<file path="src/rtl/mem_bridge.sv">
// mem_bridge: bridges single block-sized cache requests onto a 64-bit beat
// memory port. Writes (evicts) are split into NB strobed write beats; reads
// issue NB address beats and collect NB in-order returns into a block buffer.
// One response cycle is produced per request.
module mem_bridge #(
    parameter int blk = 64,
    parameter int bw  = 8
) (
    input  logic                 clk,
    input  logic                 rst,
    input  logic [7:0]           s_rqst,
    input  logic [7:0]           s_trsc,
    input  logic [blk-1:0]       s_strb,
    input  logic [63:0]          s_addr,
    input  logic [blk*8-1:0]     s_wdat,
    output logic [7:0]           s_resp,
    output logic [7:0]           s_miss,
    output logic [63:0]          s_ofst,
    output logic [blk*8-1:0]     s_rdat,
    output logic                 mem_req,
    output logic                 mem_we,
    output logic [63:0]          mem_addr,
    output logic [7:0]           mem_wstrb,
    output logic [63:0]          mem_wdata,
    input  logic                 mem_ready,
    input  logic                 mem_rvalid,
    input  logic [63:0]          mem_rdata
);

    localparam int NB = blk / bw;
    localparam int OW = $clog2(blk);
    localparam int CW = $clog2(NB) + 1;
    localparam logic [CW-1:0] LAST = CW'(NB - 1);
    localparam logic [CW-1:0] FULL = CW'(NB);

    typedef enum logic [2:0] {
        IDLE,
        WR,
        RDA,
        RDD,
        RESP
    } state_t;

    state_t state, nxt;

    logic [CW-1:0]      k;
    logic [CW-1:0]      r;
    logic [7:0]         rqst_q;
    logic [63:0]        base_q;
    logic [blk-1:0]     strb_q;
    logic [blk*8-1:0]   wdat_q;
    logic [blk*8-1:0]   rbuf;

    logic               capture;
    logic               hs;
    logic               rd_take;
    logic [7:0]         beat_strb;
    logic [63:0]        beat_data;

    assign capture = (state == IDLE) && (s_rqst != '0);
    assign hs      = mem_req && mem_ready;
    // Returns only count while a read is in flight, and never past a full block.
    assign rd_take = mem_rvalid && ((state == RDA) || (state == RDD)) && (r < FULL);

    // State register.
    always_ff @(posedge clk or negedge rst) begin
        if (!rst) begin
            state <= IDLE;
        end else begin
            state <= nxt;
        end
    end

    // Next-state: reads may finish collecting returns while still issuing,
    // so the last issue beat can jump straight to RESP.
    always_comb begin
        nxt = state;
        case (state)
            IDLE: begin
                if (s_rqst != '0) begin
                    nxt = (s_trsc == 8'd0) ? WR : RDA;
                end
            end
            WR: begin
                if (hs && (k == LAST)) begin
                    nxt = RESP;
                end
            end
            RDA: begin
                if (hs && (k == LAST)) begin
                    if ((r == FULL) || (rd_take && (r == LAST))) begin
                        nxt = RESP;
                    end else begin
                        nxt = RDD;
                    end
                end
            end
            RDD: begin
                if (rd_take && (r == LAST)) begin
                    nxt = RESP;
                end
            end
            RESP: begin
                nxt = IDLE;
            end
            default: begin
                nxt = IDLE;
            end
        endcase
    end

    // Issue and return counters; both restart when a request is captured.
    always_ff @(posedge clk or negedge rst) begin
        if (!rst) begin
            k <= '0;
            r <= '0;
        end else if (capture) begin
            k <= '0;
            r <= '0;
        end else begin
            if (hs) begin
                k <= k + 1'b1;
            end
            if (rd_take) begin
                r <= r + 1'b1;
            end
        end
    end

    // Latched request ID, the only request field that needs a reset value.
    always_ff @(posedge clk or negedge rst) begin
        if (!rst) begin
            rqst_q <= '0;
        end else if (capture) begin
            rqst_q <= s_rqst;
        end
    end

    // Request payload capture with the block offset bits cleared.
    always_ff @(posedge clk) begin
        if (capture) begin
            base_q <= {s_addr[63:OW], {OW{1'b0}}};
            strb_q <= s_strb;
            wdat_q <= s_wdat;
        end
    end

    // Read buffer fill: return r lands in beat slot r.
    always_ff @(posedge clk) begin
        for (int unsigned b = 0; b < NB; b++) begin
            if (rd_take && (r == CW'(b))) begin
                rbuf[b*64 +: 64] <= mem_rdata;
            end
        end
    end

    // Current beat strobe/data selected by the issue counter.
    always_comb begin
        beat_strb = '0;
        beat_data = '0;
        for (int unsigned b = 0; b < NB; b++) begin
            if (k == CW'(b)) begin
                beat_strb = strb_q[b*8 +: 8];
                beat_data = wdat_q[b*64 +: 64];
            end
        end
    end

    // Memory-side and cache-side output decode.
    always_comb begin
        mem_req   = (state == WR) || (state == RDA);
        mem_we    = (state == WR);
        mem_addr  = base_q + (64'(k) << 3);
        mem_wstrb = (state == WR) ? beat_strb : 8'h00;
        mem_wdata = beat_data;
        s_resp    = (state == RESP) ? rqst_q : 8'h00;
        s_miss    = '0;
        s_ofst    = base_q;
        s_rdat    = rbuf;
    end

endmodule

</file>
<file path="config.mk">
export PLATFORM = sky130hd
export DESIGN_NAME = mem_bridge
export DESIGN_NICKNAME = d
export VERILOG_FILES = /design/src/rtl/mem_bridge.sv
export SDC_FILE = /design/constraint.sdc
export NUM_CORES = 1
export LEC_CHECK = 0
export ABC_AREA = 1
export BUFFER_PORTS_ARGS = -buffer_cell sky130_fd_sc_hd__buf_2
export CAP_MARGIN = 0
export CORE_AREA = 2 2 562 564
export CTS_BUF_LIST = sky130_fd_sc_hd__clkbuf_4 sky130_fd_sc_hd__clkbuf_8 sky130_fd_sc_hd__clkbuf_16
export CTS_CLUSTER_DIAMETER = 200
export DETAILED_ROUTE_END_ITERATION = 12
export DIE_AREA = 0 0 564 566
export SLEW_MARGIN = 5
export SYNTH_ARGS = -nofsm -noshare
export SYNTH_HDL_FRONTEND = slang
export SYNTH_SLANG_ARGS = --single-unit
</file>
<file path="constraint.sdc">
create_clock -name clk -period 15.9 [get_ports clk]
set_input_delay 3.18 -clock clk [delete_from_list [all_inputs] [get_ports clk]]
set_output_delay 3.18 -clock clk [all_outputs]
set_load 0.01 [all_outputs]
</file>
==> results of run 1 <==
## stage by stage
stage	utilization [%]	power, mW	hold slack (ps)
2_1_floorplan	-	6.47	470
3_3_place_gp	17.9	8.10	493
3_5_place_dp	17.9	8.11	494
4_1_cts	19.3	11.4	507
5_1_grt	19.4	11.7	535
6_report	19.4	11.2	509
## power groups by stage
stage	registers [mW]	clock network [mW]	logic, mW
floorplan	5.05	0	1.42
global placement	4.84	0	3.26
detailed placement	4.84	0	3.27
CTS	4.79	3.30	3.28
global route	4.85	3.42	3.48
finish	4.80	3.20	3.22
## worst min path at each step
stage	start	end	depth (start not counted)
floorplan	r[3]	r[3]	2
global placement	r[3]	r[3]	2
detailed placement	r[3]	r[3]	2
CTS	r[3]	r[3]	2
global route	r[3]	r[3]	2
finish	r[3]	r[3]	2
## tightest hold or removal path, cell delays in order, from the launching register on
cell and delay [ps]:
dfrtp_1 350, o21ai_0 80, inv_1 50
## synth_stat cells, types with 2 or more instances
cell	count
buf_6	7
a21oi_1	11
nand2_1	767
buf_2	63
inv_2	6
inv_1	212
o21ai_0	29
ha_1	10
nor4_1	2
xnor2_1	21
buf_1	10
edfxtp_1	1146
nor3_1	29
dfrtp_1	19
xor2_1	32
nor2_1	319
nor2_2	4
nand3_1	363
buf_4	22
or2_2	64
nand4_1	28
nand3_2	2
clkbuf_1	41
## layout by cell type, fill, tap and decap left out, types with 6 or more instances in the layout
cell	count
inv_1	209
xor2_1	32
bufinv_16	8
conb_1	17
edfxtp_1	1146
nand2_1	767
inv_8	6
inv_6	11
clkinv_1	20
o21ai_0	28
clkbuf_16	142
dfrtp_1	19
ha_1	8
nor2_1	313
clkinv_2	19
buf_2	1430
clkbuf_4	20
clkinvlp_4	7
buf_4	42
nor3_1	26
nand4_1	28
diode_2	70
nand3_1	363
a21oi_1	11
or2_2	64
nor2_4	9
xnor2_1	21
## cell type report
cell class	instances	area (µm²)	share of cell area [%]
multi-input combinational	1707	7710	12.7
sequential	1165	34900	57.4
clock buffer	162	3700	6.09
antenna	70	175	0.288
tap	4160	5200	8.56
timing repair buffer	1473	7490	12.3
clock inverter	78	774	1.27
inverter	219	845	1.39
## cells by family (layout without fill, tap and decap cells)
| family | count (synthesis) | count (layout) |
|---|---|---|
| compound gates | 44 | 44 |
| xor+xnor | 53 | 53 |
| fa+ha+maj | 10 | 10 |
| buf+inv | 362 | 1932 |
| flops | 1165 | 1165 |
| other cells | 1 | 87 |
| simple gates | 1583 | 1583 |
## registers in the layout, indices dropped and copies added (netlist names)
name and flops:
k 4, r 4, rqst_q 8, s_ofst 58, s_rdat 512, state 3
strb_q 64, wdat_q 512
## routing by layer
layer	vias up	track usage, %
met3	503	4.56
met1	15700	16.4
met2	2258	20.9
met4	56	6.00
li1	14200	-
met5	-	0
==> key figures, run 1 <==
Layout
  – Total Nets Final: 5441
  – Post-route insts no fill: 9034
  – Layout cells sized above 1: 37.2%
  – FILL cells: 34100
  – Layout area overhead: 38.2%
  – Final instance area: 60800 µm²

Yosys
  – Leading area contributor after synthesis: edfxtp_1
  – Cell area after synthesis: 44000 µm²
  – Post-synthesis cell count: 3218
  – Largest cells by area after synthesis: edfxtp_1 78%, nand2_1 6.5%, nand3_1 4.1%
  – Synth Flop Type: edfxtp_1
  – Largest family of logic cells by synthesized area: simple AND/OR/NAND/NOR gates
  – Simple-gate portion of the synthesized area: 15.3%
  – Post-synth cell types: 34
  – Synth Area per Inst: 13.7 µm²
  – Mux cell area share after synthesis: 0%
  – Yosys reg bits: between 1000 and 1500
  – Ys async rst share: 1.63%
  – Post-synth EDFFs: about 1100
  – Post-Synth XOR/XNOR Area: roughly 1.1%
  – Synth Area in Adders: less than 1%
  – Post-synthesis compound-gate area fraction: 0.526%
  – Yosys top cell area share: 78.2%
  – YS warnings: 0
  – Post-synthesis sequential area ratio: 79.3%

Route
  – Routed wire per std cell: approximately 25 µm
  – Max layer used: met5
  – Pre-antenna DRT Iters: 6
  – DRC Markers: 0
  – Final ANT Viol Nets: 0
  – Routed WL: 223000 µm
  – Initial DRC Count: 3318
  – Via count: 32700
  – Vias per cell: 3.62
  – WL met2: around 100000 µm
  – WL met1: ~89000 µm
  – Routed wl met3: 23500 µm

Power
  – PwrDens: roughly 180 nW/µm²
  – Reg power frac: 42.8%
  – Clock network power share: 28.5%
  – P_leak: 23.7 nW
  – Psw: around 4.2 mW
  – Combinational group share of total power: 28.7%
  – Internal: 7.01 mW
  – VDD IR max: between 0.15 and 0.2 mV
  – Sw Ratio: 37.5%

Timing
  – Final min period: approximately 8500 ps
  – Slew @ Worst Pin: between 1000 and 1500 ps
  – RSZ-0062 raised after global routing: false
  – Max Slew Vio Count: 0
  – Final hold violation count: 0
  – Worst slew margin: 24.6%
  – Post-route clock skew: 55.9 ps
  – Final setup viols: 0
  – Final Cycle Share: between 50% and 60%
  – Fin Setup TNS: 0 ps
  – Setup WS post-layout: 7420 ps
  – F_max: 0.118 GHz

Critical path
  – Worst Setup EP: mem_wdata[34]
  – WP data arrival: 5300 ps
  – CP startpoint: k[1]
  – Reg-to-Reg End: wdat_q[242]
  – Most numerous cell on the critical path: nand2_1
  – Max incr delay on CP: 710 ps
  – Crit Path Category: reg2out
  – CP bufs+invs: 6
  – Crit-path max FO: 65
  – Delay-heaviest family, CP: buffers and inverters
  – Worst R2R Start: state[2]
  – FF-to-FF path depth: 7
  – Crit path launch type: flop
  – Worst path cell trace: inv_1 -> ha_4 -> clkinv_1 -> nor2_4 -> buf_4 -> inv_4 -> buf_4 -> nand2_1 -> nand2_1 -> nand2_1 -> nand2_1 -> buf_2
  – Stages on the worst setup path: 12
  – Critical path required time: around 13000 ps
  – Critical Path Sink Type: output pin
  – Worst reg2reg setup slack: 11470 ps
  – Slowest-stage cell, CP: buf_4

Clock tree
  – CTS Buf Count: 141
  – Clock Root Buffer: clkbuf_16
  – CTS resizes: 0
  – Max Root-Sink Buffers: 4
  – CTS tree: built
  – Reg clk slew, reported paths: 60 ps
  – Post-CTS Hold Buffers: 0
  – # H-tree levels: 4
  – Worst-Skew Late Latency: 850 ps
  – Clock sinks: ~1200
  – Post-CTS setup buffers: 0

Place
  – Detail Placement HPWL: 176000 µm
  – Area post-placement: 56100 µm²
  – Placed cells: 8724
  – Gp weighted congestion: 0.921
  – I/O Buffers: 1430
  – Setup WS pre-CTS: 8150 ps

Run
  – Max-cap violation count: 0

Floorplanning
  – CORE AREA: approximately 310000 µm²
  – Starting Density: 14.0%
  – Die footprint: 319000 µm²
  – Die Height: 566 µm
  – Io pins: between 1000 and 1500
  – Die width: 564 µm
  – FP Rows: 206

Min path
  – Worst Hold Class: reg2reg

GRT
  – Grt ovf: 0
  – First-pass GRT wire length: between 200000 and 300000 µm
  – Initial antenna violation count: 170
  – Vias in the first global route: 29600
  – Largest net degree at the start of global routing: 173
  – Total global-route track usage: 13.3%

Outcome
  – Status: completed
(Power assumes the default switching activity.)
==> inputs of run 2 (changes only) <==
- CORE_AREA: 2 2 562 564 -> 2 2 566 568
- DIE_AREA: 0 0 564 566 -> 0 0 568 570
- clock period: 15.9 -> 8.3 ns (I/O delays scaled with it)
==> run 2 against run 1 <==
Net effect:
- sequential power rose by 92%
- global-route usage fell by 0.25 points
- non-clock buffer count fell by 5
- final area fell by 0.12%
- register-to-register slack got worse by 6300 ps
- utilization fell by 0.26 points
- power rose by 88%
- largest power group unchanged
==> key figures, run 2 (synthesis results as in run 1) <==
Outcome
  – Status: completed

GRT
  – Vias in the first global route: 29900
  – Grt ovf: 0
  – Largest net degree at the start of global routing: 163
  – Total global-route track usage: 13.1%
  – Initial antenna violation count: 208
  – First-pass GRT wire length: 283000 µm

Critical path
  – WP data arrival: 4550 ps
  – Crit path launch type: flop
  – Worst Setup EP: mem_wdata[13]
  – Crit-path max FO: 46
  – Worst reg2reg setup slack: slightly above 5000 ps
  – CP startpoint: k[1]
  – Worst R2R Start: state[1]
  – Critical path required time: 6640 ps
  – Critical Path Sink Type: output pin
  – Crit Path Category: reg2out
  – FF-to-FF path depth: 8
  – Reg-to-Reg End: s_rdat[401]

Place
  – Gp weighted congestion: between 0.9 and 1
  – Detail Placement HPWL: 178000 µm
  – I/O Buffers: 1430

Power
  – Reg power frac: between 40% and 50%
  – Internal: between 10 and 15 mW
  – Combinational group share of total power: 28.1%
  – VDD IR max: roughly 0.33 mV
  – Sw Ratio: 36.7%
  – Psw: ~7.7 mW
  – PwrDens: 347 nW/µm²
  – Clock network power share: 28.1%
  – P_leak: 23.7 nW

Layout
  – Layout area overhead: 38.0%
  – Most frequent cells in the layout: 1430 x buf_2, 1146 x edfxtp_1, 767 x nand2_1
  – Total Nets Final: 5431
  – FILL cells: between 30000 and 40000
  – Final Util: 19.1%
  – Most common cell after layout, fill and taps aside: buf_2
  – Layout cells sized above 1: 37.1%

Clock tree
  – Post-CTS Hold Buffers: 0
  – Worst-Skew Late Latency: 810 ps
  – Post-CTS setup buffers: 0
  – CTS tree: built
  – Max Root-Sink Buffers: 4
  – Reg clk slew, reported paths: 70 ps
  – # H-tree levels: 4
  – Clock sinks: between 1000 and 1500
  – Clock Root Buffer: clkbuf_16
  – CTS resizes: 0
  – CTS Buf Count: ~140

Timing
  – Final setup viols: 0
  – F_max: around 0.16 GHz
  – Fin Setup TNS: 0 ps
  – Final Cycle Share: 74.8%
  – Slew @ Worst Pin: 1050 ps
  – Post-route clock skew: 75.2 ps
  – Final hold violation count: 0
  – RSZ-0062 raised after global routing: false
  – Worst slew margin: 29.8%
  – Max Slew Vio Count: 0
  – Final min period: 6210 ps

Route
  – Vias per cell: 3.61
  – Initial DRC Count: 3713
  – Routed WL: 223000 µm
  – Pre-antenna DRT Iters: 6
  – DRC Markers: 0
  – Via count: 32600
  – Routed wire per std cell: 24.7 µm
  – Final ANT Viol Nets: 0

Floorplanning
  – Die width: 568 µm
  – CORE AREA: 317000 µm²
  – Die footprint: 324000 µm²
  – Die Height: about 570 µm
  – Io pins: 1454
  – Starting Density: ~14%
  – FP Rows: 207

Run
  – Max-cap violation count: 0

Min path
  – Worst Hold Class: reg2reg
## run 2: cell types whose count changed in the layout (fill, tap and decap cells not counted), moves of 3 or more
| cell | delta |
|---|---|
| diode_2 | -5 |
| clkinv_2 | +5 |
| inv_6 | -3 |
| buf_4 | -14 |
| buf_12 | +9 |
| inv_8 | -3 |
| clkbuf_16 | -3 |
## run 2: per-stage QoR
step | cell area (µm²) | power (mW) | cells | worst slack (ps) | hold WS [ps]
final | 60700 | 21.0 | 9040 | 2090 | 505
after global routing | 60600 | 22.0 | 9007 | 1820 | 555
after CTS | 60600 | 21.3 | 8975 | 1990 | 514
after detailed placement | 56200 | 15.2 | 8739 | 2950 | 500
after global placement | 56200 | 15.2 | 8739 | 2950 | 490
after floorplan | 44100 | 12.1 | 3234 | 1570 | 470
## run 2: layer usage
layer  track usage (%)  up-vias  wire (µm)
li1                  -    14200          -
met4              4.85       66      10100
met5                 0        -        412
met2              21.0     2224     100000
met1              16.5    15700      89700
met3              3.92      505      22300
## run 2: worst min-delay path by stage
stage,from,end,cells after the start
5_1_grt,state[0],state[0],2
2_1_floorplan,r[3],r[3],2
4_1_cts,r[3],r[3],2
3_5_place_dp,r[3],r[3],2
6_report,r[3],r[3],2
3_3_place_gp,r[3],r[3],2
## run 2: power groups by stage
stage                     logic [mW]  clock network [mW]  registers (mW)
after detailed placement        5.95                   0            9.29
after global routing            6.38                6.29            9.31
after CTS                       5.97                6.10            9.19
after global placement          5.94                   0            9.28
after floorplan                 2.71                   0            9.38
final                           5.92                5.92            9.21
## run 2: worst max-delay path, stage by stage, from the launching register on
cell and delay [ps]:
dfrtp_1 430, inv_1 180, ha_4 220, buf_4 530, buf_4 610, nor2_1 110, nand3_1 90, nand3_1 80
nand3_1 100, nand3_1 370, nand2_1 170, nand2_1 60, nand2_1 370, nand2_1 90, buf_2 170
## run 2: cell type report
cell class                      count  area [µm²]  share of cell area (%)
Inverter                          219         845                    1.39
Clock inverter                     75         674                    1.11
Clock buffer                      161        3640                    6.00
Multi-Input combinational cell   1707        7710                    12.7
Antenna cell                       65         163                   0.268
Tap cell                         4180        5230                    8.61
Sequential cell                  1165       34900                    57.5
Timing Repair Buffer             1468        7570                    12.5
